$ cat config.mk
export PLATFORM = sky130hd
export DESIGN_NAME = stream_to_memory
export DESIGN_NICKNAME = d
export VERILOG_FILES = /design/src/rtl/stream_to_memory.sv
export SDC_FILE = /design/constraint.sdc
export NUM_CORES = 1
export LEC_CHECK = 0
export BUFFER_PORTS_ARGS = -buffer_cell sky130_fd_sc_hd__clkbuf_2
export CORE_MARGIN = 10
export CORE_UTILIZATION = 50
export DETAILED_ROUTE_END_ITERATION = 7
export GPL_ROUTABILITY_DRIVEN = 0
export GPL_TIMING_DRIVEN = 0
export PLACE_DENSITY = 0.73
export SYNTH_ARGS = -nofsm -noshare
export SYNTH_HDL_FRONTEND = slang
export SYNTH_SLANG_ARGS = --single-unit
$ cat constraint.sdc
create_clock -name clk -period 2.35 [get_ports clk]
set_input_delay 0.1175 -clock clk [delete_from_list [all_inputs] [get_ports clk]]
set_output_delay 0.1175 -clock clk [all_outputs]
set_load 0.005 [all_outputs]
$ cat src/rtl/stream_to_memory.sv
// stream_to_memory: collects a stream of words into a frame buffer and
// presents the whole frame on a parallel output once it is full or the
// upstream transfer ends.
module stream_to_memory #(
  parameter int unsigned DATA_WIDTH   = 16,
  parameter int unsigned MEMORY_DEPTH = 20
) (
  input  logic                                   clk,
  input  logic                                   rst_n,
  // upstream (slave) side
  output logic                                   rtr_o,
  input  logic                                   rts_i,
  input  logic                                   eow_i,
  input  logic [DATA_WIDTH-1:0]                  data_i,
  // downstream (master) side
  input  logic                                   rtr_i,
  output logic                                   rts_o,
  output logic                                   eow_o,
  output logic [DATA_WIDTH-1:0]                  data_o [MEMORY_DEPTH-1:0],
  output logic [$clog2(MEMORY_DEPTH+1)-1:0]      count_o
);

  localparam int unsigned CW = $clog2(MEMORY_DEPTH + 1);
  localparam int unsigned WW = $clog2(MEMORY_DEPTH);

  typedef enum logic {
    ST_FILL = 1'b0,
    ST_FULL = 1'b1
  } state_e;

  state_e                state_q, state_d;
  logic                  rtr_q, rtr_d;
  logic                  rts_q, rts_d;
  logic                  eow_q, eow_d;
  logic [CW-1:0]         count_q, count_d;
  logic [WW-1:0]         wc_q, wc_d;
  logic [DATA_WIDTH-1:0] mem_q [MEMORY_DEPTH-1:0];
  logic [DATA_WIDTH-1:0] mem_d [MEMORY_DEPTH-1:0];

  logic                  slv_hs;
  logic                  mst_hs;
  logic                  last_slot;

  assign slv_hs    = rts_i & rtr_q;
  assign mst_hs    = rts_q & rtr_i;
  assign last_slot = (wc_q == WW'(MEMORY_DEPTH - 1));

  // Next-state logic: fill the buffer, close the frame, release it downstream
  always_comb begin
    state_d = state_q;
    rtr_d   = rtr_q;
    rts_d   = rts_q;
    eow_d   = eow_q;
    count_d = count_q;
    wc_d    = wc_q;
    mem_d   = mem_q;

    unique case (state_q)
      ST_FILL: begin
        // rtr rises one clock after reset release and stays high in FILL
        rtr_d = 1'b1;
        if (slv_hs) begin
          mem_d[wc_q] = data_i;
          if (last_slot || eow_i) begin
            state_d = ST_FULL;
            rtr_d   = 1'b0;
            rts_d   = 1'b1;
            eow_d   = eow_i;
            count_d = CW'(wc_q) + CW'(1);
            wc_d    = '0;
          end else begin
            wc_d = wc_q + WW'(1);
          end
        end
      end
      ST_FULL: begin
        rtr_d = 1'b0;
        if (mst_hs) begin
          state_d = ST_FILL;
          rtr_d   = 1'b1;
          rts_d   = 1'b0;
          eow_d   = 1'b0;
          count_d = '0;
          for (int i = 0; i < int'(MEMORY_DEPTH); i++) begin
            mem_d[i] = '0;
          end
        end
      end
      default: begin
        state_d = ST_FILL;
      end
    endcase
  end

  // State and frame registers; reset discards any partial or pending frame
  always_ff @(posedge clk or negedge rst_n) begin
    if (!rst_n) begin
      state_q <= ST_FILL;
      rtr_q   <= 1'b0;
      rts_q   <= 1'b0;
      eow_q   <= 1'b0;
      count_q <= '0;
      wc_q    <= '0;
      for (int i = 0; i < int'(MEMORY_DEPTH); i++) begin
        mem_q[i] <= '0;
      end
    end else begin
      state_q <= state_d;
      rtr_q   <= rtr_d;
      rts_q   <= rts_d;
      eow_q   <= eow_d;
      count_q <= count_d;
      wc_q    <= wc_d;
      for (int i = 0; i < int'(MEMORY_DEPTH); i++) begin
        mem_q[i] <= mem_d[i];
      end
    end
  end

  assign rtr_o   = rtr_q;
  assign rts_o   = rts_q;
  assign eow_o   = eow_q;
  assign count_o = count_q;
  assign data_o  = mem_q;

endmodule
# ---- Yosys cells after proc, flatten, opt, wreduce, memory -nomap -nowiden
# Cells that the tools add are included.
dict set report totals {
  register_bits 334
  in_bits 21
  out_inout_bits 328
  wordCells 67
}
dict set report op_classes {
  add_sub_neg 1
  order_cmp 2
  n_eq_ne 4
  muxes 26
  n_bitwise 3
  reduce_logical 5
}
# cell count
set ops {}
lappend ops {{320-bit two-way mux} 2}
lappend ops {{320-bit case mux with 2 select lines} 1}
lappend ops {{320-bit bitwise mux} 1}
lappend ops {{16-bit demux with 5-bit select} 1}
lappend ops {{5-bit two-way mux} 4}
lappend ops {{16-bit two-way mux} 1}
lappend ops {{1-bit two-way mux} 11}
lappend ops {{5-bit case mux with 2 select lines} 1}
lappend ops {{1-bit case mux with 2 select lines} 4}
lappend ops {{5-bit by 6-bit < comparator with 1-bit output (second input constant)} 1}
lappend ops {{5-bit by 1-bit adder with 5-bit output (second input constant)} 1}
lappend ops {{5-bit equality test (second input constant)} 1}
lappend ops {{5-bit by 1-bit greater-or-equal comparator with 1-bit output (second input constant)} 1}
lappend ops {{2-bit inequality test (second input constant)} 2}
lappend ops {{2-bit AND reduction} 2}
lappend ops {{3-bit AND reduction} 1}
lappend ops {{1-bit AND} 2}
lappend ops {{2-bit by 1-bit inequality test with 1-bit output (second input constant)} 1}
lappend ops {{1-bit logical AND} 1}
lappend ops {{1-bit logical OR} 1}
lappend ops {{1-bit inverter} 1}

# ---- Depth between registers and ports, before layout
dict set report logic_depth {
  ltp_word 7
  ltp_mapped 7
  depth_no_buf 5
}

# ---- Worst setup path after synthesis
# No wires, ideal clock.
dict set report synth_timing {
  path_kind {register to register}
  startpoint {register wc_q[0]}
  endpoint {register rtr_q (netlist: rtr_o)}
  setup_time_ps 119
  arrival_ps 1577
  required_time_ps 2231
  path_slack_ps 654
  stages_incl_launch_ff 5
  period_less_slack_ps 1696
  path_cell_list {dfrtp_1 ha_1 nor4bb_1 o21ai_2 and2_1}
}
dict set report synth_via {
  elab_chain_cells 5
}
# item line
set synth_lines {}
lappend synth_lines {{start: declaration} 36} ;# logic [WW-1:0] wc_q, wc_d;
lappend synth_lines {{start signal: assignment} 113} ;# wc_q <= wc_d;
lappend synth_lines {{5-bit equality test} 46} ;# assign last_slot = (wc_q == WW'(MEMORY_DEPTH - 1));
lappend synth_lines {{1-bit logical OR} 64} ;# if (last_slot || eow_i) begin
lappend synth_lines {{1-bit two-way mux} 64}
lappend synth_lines {{1-bit two-way mux} 62} ;# if (slv_hs) begin
lappend synth_lines {{1-bit case mux with 2 select lines} 58} ;# unique case (state_q)
lappend synth_lines {{via rtr_d} 32} ;# logic rtr_q, rtr_d;
lappend synth_lines {{end signal: assignment} 109} ;# rtr_q <= rtr_d;
lappend synth_lines {{end: declaration} 32}
# The timed path passes the listed nets, and every way through them passes these cells.
# A chain may end at the register's enable or synchronous reset.

# ---- Final worst setup path
dict set report layout_timing {
  startpoint {register state_q}
  endpoint {register mem_q (netlist bit data_o[81])}
}
dict set report layout_via {
  elab_chain_cells 3
}
# item line
set layout_lines {}
lappend layout_lines {{start: declaration} 31} ;# state_e state_q, state_d;
lappend layout_lines {{start signal: assignment} 108} ;# state_q <= state_d;
lappend layout_lines {{1-bit inverter (no source line)} --}
lappend layout_lines {{2-bit inequality test (no source line)} --}
lappend layout_lines {{2-bit AND reduction (no source line)} --}
lappend layout_lines {{end signal: indexed assignment} 115} ;# mem_q[i] <= mem_d[i];
lappend layout_lines {{end: declaration} 37} ;# logic [DATA_WIDTH-1:0] mem_q [MEMORY_DEPTH-1:0];
# Several ways; a longest one is shown, not always the timed one.

==> summary.md <==
The run finished with clean final reports. The cell sitting at the root of the clock tree is a clkbuf_16. The worst register-to-register path begins at state_q.

Derived from the worst setup path, the maximum achievable clock frequency is 0.467 GHz. Compared with the post-synthesis result, the final layout area differs by 25.8%. The most critical setup path has its startpoint at state_q.

Summing all multi-input logic gate instances after layout gives 4910 sq um. After layout, the minimum clock period comes to 2140 ps. The power density over the cells was 933 nW/um^2. The highest layer used for signal routing is met4. The most used flip-flop cell after synthesis is dfrtp_1. The run gives 0 as the number of antenna violations at the first check in global routing. The measured slew at the worst slew-check pin came out at 830 ps.

Once detail routing completed, the nets flagged for antenna violations numbered 0. The die covers 34700 sq um. Endpoint of the lowest-slack register-to-register path: data_o[81].

Clock tree synthesis inserted a total of 35 buffers. After technology mapping, the gate count stands at 1111. Summed over its instances, the top area cell type makes up 60.5% of the synthesized netlist area. CTS saw 334 sinks.

Excluding fillers, the count of instances in the completed layout stands at 1911. The HPWL reported at the end of detailed placement is 31.8 mm. The routed metal-1 wirelength was 17.7 mm. The number of placement rows is 60. Setup repair after global routing left no endpoint under its margin. Measured against its own limit, the worst slew margin works out to 43.9%. In this run the mean area of a mapped cell was 12.4 sq um. Dividing the detail-routed wire length by the instance count gives 23.1 um. The detailed router finished its first iteration with 751 violations.

The share of the Yosys chip area taken by registers is 60.5%. For this run, design rule violations remaining after detail routing come to 0. The worst stage delay on the critical path was 510 ps. Net count of the mapped netlist: 1136.

Before CTS, the worst setup slack after placement is 39.8 ps. In this run, synthesis inferred 0 flip-flops with an integrated enable. Of all flip-flops after synthesis, the portion carrying an async set or reset was 100%. Detailed routing inserted a total of 10276 vias. The internal reg-to-reg setup slack was 210 ps; the post-route clock period utilization was 91.0%. The biggest area contributor in the post-synthesis netlist is dfrtp_1.

The length of the first detailed-routing pass in iterations is 5, and the buffer and inverter count on the worst path is 3. Global routing used 25.2% of the available tracks across all layers. The H-tree was split into 2 levels.

The setup skew after layout came out at 5.78 ps. The total overflow left after global routing is 0. The final cell utilization of the core is 64.1%. The netlist area before placement was 13800 sq um. The signal on the critical path passes through buf_6 > nand3_1 > clkbuf_2 > clkbuf_1 > nand2_1 > mux2i_1. Input and output buffers added on the ports amount to 347. The path depth of the worst reg2reg path was 6; the die width was 186 um. Final wirelength: 44.2 mm.

For the maximum clock path buffer count, the log shows 3. The placed instances occupy a cell area of 16100 sq um. The first global-routing pass estimated 66.6 mm of wire. The worst-path maximum fanout works out to 10. The final hold violation count was 0.

The sequential cells in the finished layout cover a total of 8360 sq um. After floorplanning, the core was sized to cover 27100 sq um. The highest ir drop seen on vdd is 590 uV. After synthesis, the cell types taking the most area are dfrtp_1 (60%), mux2i_1 (20%), nand2_1 (7.8%), a22o_1 (3.1%), nor3_4 (1.4%).

The met2 wire length is 21.4 mm. The number of cells on the critical path is 6, and the number of global-route vias before repair is 10776. During synthesis, Yosys emitted a total of 0 warnings. The tools report the endpoint of the most critical setup path as data_o[81].

The met3 routed wirelength is 3.57 mm. Grouping stages by cell kind, the critical path spends the most delay in buffers and inverters. TritonCTS built the clock tree. The vertical die dimension is 186 um. After detailed routing, the number of vias per cell comes to 5.38.

Clock-pin slew was measured on the worst setup and hold paths at 60 ps. 349 I/O pins were placed. The class of the tightest hold or removal check is in2reg. For the antenna diode instance count, the log shows 0. The post-synthesis sequential element count was 334. The data arrival at the endpoint of the critical path was 2550 ps; the static leakage was 0.00912 uW. Number of slew-limit violations in the final report: 0. The final layout contains 1542 nets.

The instance count after placement with tap cells included is 1833. Hold is met by 54.7 ps. The least setup slack across all paths after layout was 211 ps; the share of final-layout standard cells stronger than drive strength 1 was 30.1%.

The worst setup path is launched from a flip-flop. Clock latency on the worst-skew pair, taken at its later pin, is 500 ps. The fill cell instance count of the final layout is 2152.

The most frequently used cell type in the post-synthesis netlist was dfrtp_1. Setup violations remaining at the end of the flow were counted as 0. The initial standard-cell utilization of the core is 51.0%.

The critical path in this run is classified as reg2reg. Number of different library cells in the post-synthesis netlist: 39. Entering global routing, the biggest net connects 115 pins. The logs give 17400 sq um for the final cell area excluding filler cells and 2760 ps for the required time of the critical path.

The commonest cells after synthesis are dfrtp_1 (334), nand2_1 (288), mux2i_1 (277), a22o_1 (49), clkbuf_1 (42). Max-cap violations in this run came to 0. The worst setup path is captured at a flip-flop.

Slowest cell on the critical path: clkbuf_1.
[per-layer routing]
layer	vias up	GRT usage [%]
met3	89	6.31
met5	-	0
met4	0	9.22
met1	5244	32.1
li1	4557	-
met2	386	41.0
[worst min path at each step]
stage | start | endpoint | slack, ps | cells after the start
floorplan | rst_n | count_o[0] | -180 | 0
global placement | data_i[4] | data_o[228] | 400 | 2
detailed placement | rst_n | data_o[230] | 30 | 1
CTS | eow_i | wc_q[3] | 30 | 2
global route | eow_i | wc_q[4] | 90 | 2
finish | eow_i | wc_q[3] | 50 | 2
[where the power goes]
part | switching, uW | leakage (uW) | total (uW) | internal [uW]
logic | 2410 | 0.00400 | 3810 | 1410
clock network | 2210 | 0.000525 | 5250 | 3030
registers | 562 | 0.00460 | 7150 | 6580
total | 5180 | 0.00912 | 16200 | 11000
[worst register-to-register path, delay by kind of cell (launching register included)]
family                 cells  cell delay, ps
flip-flops                 1             390
buffers and inverters      3            1020
multiplexers               1             170
AND/OR/NAND/NOR            2             490
[area by class of cell]
class | instances | share of cell area, %
Buffer | 83 | 2.81
Clock buffer | 55 | 5.99
Clock inverter | 4 | 0.137
Inverter | 20 | 0.432
Multi-Input combinational cell | 674 | 28.2
Sequential cell | 334 | 48.1
Tap cell | 372 | 2.68
Timing Repair Buffer | 369 | 11.6
[cell usage in the layout (no fill, tap or decap), drive strengths merged]
master,synthesis,final
clkbuf,42,448
dfrtp,334,334
nand2,288,288
mux2i,277,277
a22o,49,49
buf,41,41
clkinv,16,19
dlygate4sd3,0,18
nor3,16,16
nand2b,6,6
inv,4,5
ha,4,4
nand3,4,4
nor4bb,3,3
or3,3,3
o22ai,3,3
o21ai,3,3
nand4bb,2,2
xor2,2,2
o41ai,2,2
and3b,1,1
and2,1,1
nand3b,1,1
and3,1,1
and4b,1,1
and4bb,1,1
nand4,1,1
nor2b,1,1
xnor2,1,1
or4,1,1
mux2,1,1
a32o,1,1
[state kept, by name, summed over array words and instances (netlist names)]
| name | flops |
|---|---|
| data_o | 320 |
| rts_o | 1 |
| eow_o | 1 |
| count_o | 5 |
| rtr_o | 1 |
| state_q | 1 |
| wc_q | 5 |
[cell families (layout without fill, tap and decap cells)]
family	Yosys count	after routing	synth area share (%)
AOI/OAI and AO/OA	58	58	3.67
xor gates and xnor gates	3	3	0.190
adders and majority gates	4	4	0.362
buffers and inverters	103	531	4.02
DFF	334	334	60.5
muxes	278	278	20.2
and+or+nand+nor	331	331	11.1
[timing repair]
item,4_1_cts,5_1_grt
hold endpoints to repair,270,0
buffers inserted,0,1
setup endpoints to repair,0,134
hold buffers,18,0
gates resized for setup,0,9
[metrics by stage]
stage / power (uW) / TNS, ps
finish: 16200 / 0
global route: 17000 / 0
CTS: 16300 / 0
detailed placement: 11000 / 0
global placement: 10900 / -2015540
floorplan: 9030 / 0
Note: power is estimated with default switching activity, not from simulation.
